--- src/rtl/regfile_wb_port_pkg.sv ---
// Shared CPU-side definitions for the register-file write-side front end.
package regfile_wb_port_pkg;

    localparam int REG_ADDR_W = 5;
    localparam int DATA_W     = 32;
    localparam int NUM_REGS   = 1 << REG_ADDR_W;

    localparam logic [REG_ADDR_W-1:0] ZERO_REG = '0;

    // One buffered long-latency result: destination register plus value.
    typedef struct packed {
        logic [REG_ADDR_W-1:0] addr;
        logic [DATA_W-1:0]     data;
    } wb_req_t;

    // Writes to r0 are consumed but never reach the register file.
    function automatic logic is_zero_reg(input logic [REG_ADDR_W-1:0] a);
        return a == ZERO_REG;
    endfunction

endpackage

--- src/rtl/regfile_wb_port_wb_fifo.sv ---
// Small synchronous FIFO holding MDU results until the write port is free.
// Pointers carry one extra MSB so full and empty are distinguishable.
module wb_fifo
    import regfile_wb_port_pkg::*;
#(
    parameter int DEPTH = 2
) (
    input  logic    clk,
    input  logic    rst_n,
    input  logic    push,
    input  wb_req_t push_req,
    input  logic    pop,
    output wb_req_t head,
    output logic    full,
    output logic    empty
);

    localparam int PTR_W = $clog2(DEPTH);

    logic [PTR_W:0] wr_ptr_q, wr_ptr_d;
    logic [PTR_W:0] rd_ptr_q, rd_ptr_d;
    wb_req_t        mem [DEPTH];

    logic do_push;
    logic do_pop;

    assign empty   = (wr_ptr_q == rd_ptr_q);
    assign full    = (wr_ptr_q[PTR_W] != rd_ptr_q[PTR_W]) &&
                     (wr_ptr_q[PTR_W-1:0] == rd_ptr_q[PTR_W-1:0]);
    assign do_push = push && !full;
    assign do_pop  = pop && !empty;
    assign head    = mem[rd_ptr_q[PTR_W-1:0]];

    // Next pointer values: advance on accepted push/pop, wrap naturally.
    always_comb begin
        wr_ptr_d = wr_ptr_q;
        rd_ptr_d = rd_ptr_q;
        if (do_push) begin
            wr_ptr_d = wr_ptr_q + (PTR_W+1)'(1);
        end
        if (do_pop) begin
            rd_ptr_d = rd_ptr_q + (PTR_W+1)'(1);
        end
    end

    // Pointer registers; clearing them discards all buffered entries.
    always_ff @(posedge clk or negedge rst_n) begin
        if (!rst_n) begin
            wr_ptr_q <= '0;
            rd_ptr_q <= '0;
        end else begin
            wr_ptr_q <= wr_ptr_d;
            rd_ptr_q <= rd_ptr_d;
        end
    end

    // Entry storage; contents need no reset since the pointers gate validity.
    always_ff @(posedge clk) begin
        if (do_push) begin
            mem[wr_ptr_q[PTR_W-1:0]] <= push_req;
        end
    end

endmodule

--- src/rtl/regfile_wb_port.sv ---
// Register-file write-port front end: arbitrates pipeline write-back against
// buffered MDU results, forces a one-cycle pipeline hold when a buffered
// result waits too long, and tracks registers with results still in flight.
module regfile_wb_port
    import regfile_wb_port_pkg::*;
#(
    parameter int DEPTH        = 2,
    parameter int STARVE_LIMIT = 4
) (
    input  logic                  clk,
    input  logic                  rst_n,
    input  logic                  wb_valid,
    input  logic [REG_ADDR_W-1:0] wb_addr,
    input  logic [DATA_W-1:0]     wb_data,
    input  logic                  md_valid,
    input  logic [REG_ADDR_W-1:0] md_addr,
    input  logic [DATA_W-1:0]     md_data,
    output logic                  md_ready,
    input  logic                  issue_valid,
    input  logic [REG_ADDR_W-1:0] issue_addr,
    input  logic [REG_ADDR_W-1:0] rs_addr,
    input  logic                  rs_ena,
    input  logic [REG_ADDR_W-1:0] rt_addr,
    input  logic                  rt_ena,
    output logic                  hazard_src,
    output logic                  hazard_dst,
    output logic                  wb_hold,
    output logic                  rd_wena,
    output logic [REG_ADDR_W-1:0] rd_addr,
    output logic [DATA_W-1:0]     rd_data
);

    // Wide enough to hold STARVE_LIMIT+1 without wrapping.
    localparam int AGE_W = $clog2(STARVE_LIMIT + 2);
    localparam logic [AGE_W-1:0] AGE_MAX   = '1;
    localparam logic [AGE_W-1:0] AGE_LIMIT = AGE_W'(STARVE_LIMIT);

    logic                  fifo_full;
    logic                  fifo_empty;
    logic                  fifo_push;
    logic                  fifo_pop;
    wb_req_t               fifo_head;
    wb_req_t               fifo_in;

    logic                  sel_wb;
    logic                  rd_wena_q, rd_wena_d;
    logic [REG_ADDR_W-1:0] rd_addr_q, rd_addr_d;
    logic [DATA_W-1:0]     rd_data_q, rd_data_d;
    logic [AGE_W-1:0]      head_age_q, head_age_d;
    logic                  wb_hold_q, wb_hold_d;
    logic [NUM_REGS-1:0]   pending_q, pending_d;

    // md_ready looks only at current occupancy: no push-through when full.
    assign md_ready  = !fifo_full;
    assign fifo_push = md_valid && !fifo_full;
    assign fifo_in   = '{addr: md_addr, data: md_data};

    wb_fifo #(
        .DEPTH (DEPTH)
    ) u_wb_fifo (
        .clk      (clk),
        .rst_n    (rst_n),
        .push     (fifo_push),
        .push_req (fifo_in),
        .pop      (fifo_pop),
        .head     (fifo_head),
        .full     (fifo_full),
        .empty    (fifo_empty)
    );

    // Write-port arbitration: pipeline first unless held, then FIFO head.
    always_comb begin
        sel_wb    = wb_valid && !wb_hold_q;
        fifo_pop  = !sel_wb && !fifo_empty;
        rd_wena_d = 1'b0;
        rd_addr_d = rd_addr_q;
        rd_data_d = rd_data_q;
        if (sel_wb) begin
            rd_wena_d = !is_zero_reg(wb_addr);
            rd_addr_d = wb_addr;
            rd_data_d = wb_data;
        end else if (fifo_pop) begin
            rd_wena_d = !is_zero_reg(fifo_head.addr);
            rd_addr_d = fifo_head.addr;
            rd_data_d = fifo_head.data;
        end
    end

    // Starvation tracking: age of the current head; hold the pipeline for
    // one cycle once the head has waited STARVE_LIMIT cycles unserved.
    always_comb begin
        head_age_d = head_age_q;
        wb_hold_d  = 1'b0;
        if (fifo_empty || fifo_pop) begin
            head_age_d = '0;
        end else if (head_age_q != AGE_MAX) begin
            head_age_d = head_age_q + AGE_W'(1);
        end
        if (!fifo_empty && !fifo_pop && head_age_q == AGE_LIMIT) begin
            wb_hold_d = 1'b1;
        end
    end

    // Scoreboard next state per register: a new issue wins over a same-edge
    // clear from the FIFO pop of that register.
    assign pending_d[0] = 1'b0;
    generate
        for (genvar gi = 1; gi < NUM_REGS; gi++) begin : g_pending
            assign pending_d[gi] =
                (issue_valid && issue_addr == REG_ADDR_W'(gi)) ||
                (pending_q[gi] && !(fifo_pop && fifo_head.addr == REG_ADDR_W'(gi)));
        end
    endgenerate

    // State registers for the write port, starvation logic and scoreboard.
    always_ff @(posedge clk or negedge rst_n) begin
        if (!rst_n) begin
            rd_wena_q  <= 1'b0;
            rd_addr_q  <= '0;
            rd_data_q  <= '0;
            head_age_q <= '0;
            wb_hold_q  <= 1'b0;
            pending_q  <= '0;
        end else begin
            rd_wena_q  <= rd_wena_d;
            rd_addr_q  <= rd_addr_d;
            rd_data_q  <= rd_data_d;
            head_age_q <= head_age_d;
            wb_hold_q  <= wb_hold_d;
            pending_q  <= pending_d;
        end
    end

    assign rd_wena    = rd_wena_q;
    assign rd_addr    = rd_addr_q;
    assign rd_data    = rd_data_q;
    assign wb_hold    = wb_hold_q;
    assign hazard_src = (rs_ena && pending_q[rs_addr]) ||
                        (rt_ena && pending_q[rt_addr]);
    assign hazard_dst = pending_q[issue_addr] && !is_zero_reg(issue_addr);

endmodule

--- config.mk ---
export PLATFORM = sky130hd
export DESIGN_NAME = regfile_wb_port
export DESIGN_NICKNAME = d
export VERILOG_FILES = /design/src/rtl/regfile_wb_port_pkg.sv /design/src/rtl/regfile_wb_port_wb_fifo.sv /design/src/rtl/regfile_wb_port.sv
export SDC_FILE = /design/constraint.sdc
export NUM_CORES = 1
export LEC_CHECK = 0
export CAP_MARGIN = 20
export CORE_MARGIN = 4
export CORE_UTILIZATION = 34
export CTS_CLUSTER_SIZE = 20
export DETAILED_ROUTE_END_ITERATION = 6
export HOLD_SLACK_MARGIN = 0.15
export PLACE_DENSITY_LB_ADDON = 0.3
export SLEW_MARGIN = 30
export SYNTH_ARGS = -nofsm -noshare
export SYNTH_HDL_FRONTEND = slang
export SYNTH_SLANG_ARGS = --single-unit
--- constraint.sdc ---
create_clock -name clk -period 3.77 [get_ports clk]
set_input_delay 1.131 -clock clk [delete_from_list [all_inputs] [get_ports clk]]
set_output_delay 1.131 -clock clk [all_outputs]
set_load 0.05 [all_outputs]
# After elaboration in Yosys (flattened, before gate mapping)
# Memory sizes are Yosys's and may differ from the RTL's.
# Cells that the tools add are included.
[classes]
n_addsub = 3
n_lt_le_gt_ge = 3
n_eq_ne = 67
n_mux = 17
reduce_logical = 181
[ops]
columns = ["operator", "n"]
rows = [
  ["equality test 5 bit (second input constant)", 32],
  ["logical AND 1 bit", 104],
  ["equality test 5 x 4 -> 1 bit (second input constant)", 16],
  ["2-to-1 mux 32 bit", 2],
  ["equality test 5 x 3 -> 1 bit (second input constant)", 8],
  ["zero test 1 bit", 39],
  ["logical OR 1 bit", 33],
  ["equality test 5 x 2 -> 1 bit (second input constant)", 4],
  ["< comparator 5 x 6 -> 1 bit (second input constant)", 3],
  ["binary-select mux 1 bit (select 5 bit)", 3],
  ["zero test 5 bit", 3],
  ["equality test 5 x 1 -> 1 bit (second input constant)", 2],
  ["2-to-1 mux 5 bit", 2],
  ["2-to-1 mux 1 bit", 8],
  ["2-to-1 mux 3 bit", 2],
  ["adder 2 x 1 -> 2 bit (second input constant)", 2],
  ["nonzero test 2 bit", 2],
  ["adder 3 x 1 -> 3 bit (second input constant)", 1],
  ["equality test 3 bit (second input constant)", 1],
  ["inequality test 3 bit (second input constant)", 1],
  ["equality test 2 bit", 1],
  ["equality test 1 bit", 1],
  ["inequality test 1 bit", 1],
]
[totals]
regBits = 77
mem_bits_rw = 74
inputBits = 96
output_inout_bits = 42
elab_cells = 280
memories = 1
[memory_table]
columns = ["name", "words", "word_bits", "read_ports", "rd_ports_with_merged_regs", "wr", "line_no", "source"]
rows = [
  ["u_wb_fifo.mem", 2, 37, 1, 0, 1, "regfile_wb_port_wb_fifo.sv:22", "wb_req_t mem [DEPTH];"],
]

# Logic depth before layout (Yosys ltp)
[depth]
word_depth = 8
mapped_depth = 7
ltp_nobuf = 4

# Cells and area by module
# From an unflattened synthesis, not the netlist that was laid out.
[unflattened]
cells_unflattened = 532
hier_area_um2 = 7069.3
[by_module_without_submodules]
columns = ["module", "n_inst", "cells_each", "area_per_inst_um2", "seq_area_each_um2"]
rows = [
  ["regfile_wb_port", 1, 389, 4107.7, 1826.8],
  ["wb_fifo", 1, 143, 2961.6, 2322.2],
]

# Worst setup path after synthesis
# Ideal clock, no wire load.
[synth_path]
path_kind = "input to output"
start = "input rt_addr[0]"
end = "output hazard_src"
arrival_time_ns = 2.857
required_time_ns = 2.639
setup_slack_ns = -0.218
path_stages = 5
path_cell_list = "buf_6 -> mux4_1 -> mux2_2 -> a211o_1 -> a311o_1"
[synth_via]
elab_chain_cells = 4
[synth_lines]
columns = ["item", "line_no", "source"]
rows = [
  ["from (decl)", "regfile_wb_port.sv:23", "input logic [REG_ADDR_W-1:0] rt_addr,"],
  ["binary-select mux 1 bit (select 5 bit)", "regfile_wb_port.sv:139", "(rt_ena && pending_q[rt_addr]);"],
  ["2-to-1 mux 1 bit (not written as such)", "regfile_wb_port.sv:139", ""],
  ["logical AND 1 bit", "regfile_wb_port.sv:139", ""],
  ["logical OR 1 bit", "regfile_wb_port.sv:138", "assign hazard_src = (rs_ena && pending_q[rs_addr]) ||"],
  ["to (decl)", "regfile_wb_port.sv:25", "output logic hazard_src,"],
]
# No other way between the ends. The select of a mux whose other input is x is not followed.

# Final worst setup path
# Ends and elaborated chain as after synthesis.

==> flow_metrics.env <==
export IMPL_dr_pass1_iters=5
export IMPL_met1Wirelength_um=7700
export IMPL_path_clk_slew_ns=0.06
export IMPL_n_antenna_cell=0
export IMPL_die_height_um=152
export IMPL_period_share_pct=103
export IMPL_grt_pass1_vias=5653
export IMPL_root_buffer="clkbuf_16"
export IMPL_hold_class="reg2reg"
export IMPL_cp_num_buf_inv=2
export IMPL_finalNetCount=816
export IMPL_drc=0
export IMPL_synth_area_per_cell_um2=12.4
export IMPL_yosys_warnings=0
export IMPL_met2_length_um=9110
export IMPL_gp_congestion=0.872
export IMPL_area_growth_pct=36.5
export IMPL_grt_ovfl_total=0
export IMPL_drt_initial_drc_count=450
export IMPL_core_area_mm2=0.0203
export IMPL_dpl_worst_slack_ns=-0.667
export IMPL_worst_r2r_setup_slack_ns=1.42
export IMPL_crit_type="in2out"
export IMPL_seq_area_frac_synth_pct=59.1
export IMPL_hold_viol=0
export IMPL_cts_buffers=17
export IMPL_synth_area_mm2=0.00703
export IMPL_cts_tree="done"
export IMPL_setup_slack_ns=-0.112
export IMPL_ant_nets=0
export IMPL_highest_layer="met5"
export IMPL_setup_tns_ns=-0.224
export IMPL_vias=5288
export IMPL_crit_family="multiplexers"
export IMPL_routed_wl_um=18900
export IMPL_setup_viol=2
export IMPL_wl_met3_um=1620
export IMPL_rr_endpoint="rd_wena"
export IMPL_clock_sinks=151
export IMPL_final_cell_mix="o21ai_0, clkdlybuf4s50_1, dfrtp_1"
export IMPL_crit_slowest_cell="mux4_2"
export IMPL_cap_viol_max_count=0
export IMPL_yosys_register_bits=151
export IMPL_ir_drop_v=0.000532
export IMPL_grt_total_usage_pct=16.8
export IMPL_numPortBuffers=137
export IMPL_ios=138
export IMPL_grt_max_degree=78
export IMPL_cts_htree_levels=4
export IMPL_skew_ns=0.00746
export IMPL_startpoint="rt_addr[0]"
export IMPL_critPathCapture="hazard_src"
export IMPL_violations="negative setup slack"
export IMPL_antenna_found_initial=1
export IMPL_p_leak_nw=3.65
export IMPL_status="finished, violations left"
export IMPL_ys_types=45
export IMPL_drive_above_1_share_pct=16.4
export IMPL_critical_path_cell_chain="buf_12, mux4_2, mux2_4, a211o_1, a311o_2, buf_8"
export IMPL_p_total_mw=8.37
export IMPL_fill_cells=1884
export IMPL_initial_utilization_pct=34.6
export IMPL_r2r_start="u_wb_fifo.rd_ptr_q[0]"
export IMPL_cp_num_cells=6
export IMPL_dp_hpwl_um=13100
export IMPL_critPathCaptureType="output pin"
export IMPL_vias_per_cell=5.29
export IMPL_clk_latency_ns=0.42
export IMPL_worstPathArrival_ns=2.75
export IMPL_syn_inst=565
export IMPL_die_width_um=152
export IMPL_critPathRequiredTime_ns=2.64
export IMPL_slowest_delay_ns=0.49
export IMPL_syn_nets=664
export IMPL_cts_buffer_depth=2
export IMPL_reg2reg_depth=5
export IMPL_die_area_mm2=0.0230
export IMPL_power_density_mw_per_mm2=872
export IMPL_wire_per_inst_um=18.9
export IMPL_whs_ns=0.535
export IMPL_cp_start_kind="primary input"
export IMPL_final_common_cell="o21ai_0"
export IMPL_relSlewSlack_pct=50.3
export IMPL_grt_pass1_wl_um=30000
export IMPL_timing_worst_slew_pin_value_ns=0.745
export IMPL_rows=52
export IMPL_final_max_slew_violation_count=0
export IMPL_fin_crit_ns=3.88
export IMPL_rsz0062_at_grt="true"
export IMPL_crit_fanout=5
export IMPL_fmax_mhz=258
-- Yosys cell counts (all sizes together) --
cell     count  area (um^2)
a2111oi      1         8.76
a211o        1         8.76
a21oi        5         25.0
a221oi       1         8.76
a22o         1         8.76
a22oi        2         15.0
a311o        1         10.0
a31oi        1         6.26
and2         1         6.26
and2b        1         8.76
and3         1         6.26
buf         11         68.8
clkbuf      28          115
dfrtp       77         1930
edfxtp      74         2220
ha           3         37.5
inv          5         18.8
mux2         9          101
mux2i       44          440
mux4        22          518
nand2       51          191
nand2b       7         43.8
nand3        6         30.0
nand3b       3         22.5
nand4        1         6.26
nand4b       1         8.76
nor2        13         48.8
nor2b        6         37.5
nor3b        1         7.51
o211ai       2         15.0
o21ai      138          691
o221ai       1         8.76
o22ai        1         6.26
o311ai       2         17.5
o31ai       31          233
or2          3         18.8
or3b         1         8.76
or4          1         7.51
xnor2        3         26.3
xor2         4         35.0
-- layer usage --
layer,up-vias,GRT usage (%)
met5,-,0
met4,2,6.51
met2,216,27.3
met1,2579,20.2
met3,48,6.42
li1,2443,-
-- stage by stage --
stage / std cells / utilization (%) / area, um^2
final: 1000 / 47.3 / 9590
after global routing: 1000 / 47.3 / 9590
after CTS: 999 / 47.2 / 9580
after detailed placement: 963 / 43.6 / 8860
after global placement: 962 / 43.6 / 8850
after floorplan: 565 / - / 7060
-- cell type report --
cell class | count | area [um^2] | share of cell area (%)
clock buffers | 23 | 490 | 5.11
clock inverters | 9 | 90.1 | 0.939
inverters | 5 | 18.8 | 0.196
multi-input cells | 370 | 2770 | 28.9
flip-flops and latches | 151 | 4150 | 43.3
well taps | 270 | 338 | 3.52
repair buffers | 172 | 1740 | 18.1
-- state kept, by name, summed over array words and instances, names as in the netlist --
signal and cells:
rd_wena 1, rd_addr 5, u_wb_fifo.wr_ptr_q 2, u_wb_fifo.mem 74, pending_q 31, rd_data 32
u_wb_fifo.rd_ptr_q 2, wb_hold 1, head_age_q 3
-- where the power goes --
group          internal, mW  total [mW]  switching, mW
combinational          1.39        3.78           2.39
clock                 0.995        1.66          0.668
sequential             2.43        2.92          0.488
total                  4.82        8.37           3.55
-- worst min-delay path, stage by stage, from the launching register on --
cell	delay, ns
dfrtp_1	0.40
nand2_1	0.07
nor2_1	0.04
-- cells by family after synthesis --
group	synth area share [%]
mux	15.1
fa+ha+maj	0.534
buf+inv	2.89
simple gates	6.45
flops	59.1
xor+xnor	0.873
compound gates	15.1
-- worst min-delay path by stage --
stage	startpoint	to	cells after the start
after floorplan	u_wb_fifo.wr_ptr_q[1]	u_wb_fifo.wr_ptr_q[1]	1
after global placement	head_age_q[2]	wb_hold	2
after detailed placement	head_age_q[2]	wb_hold	2
after CTS	head_age_q[2]	wb_hold	2
after global routing	head_age_q[2]	wb_hold	2
final	head_age_q[2]	wb_hold	2
-- timing repair --
| item | CTS | global route |
|---|---|---|
| setup endpoints to repair | 2 | 2 |
| resized for setup | 40 | 14 |
| setup buffers | 2 | 2 |
| hold buffers | 0 | 0 |
| cloned | 2 | 0 |
| pin swaps | 5 | 4 |
Power figures use the tool's default switching activity.
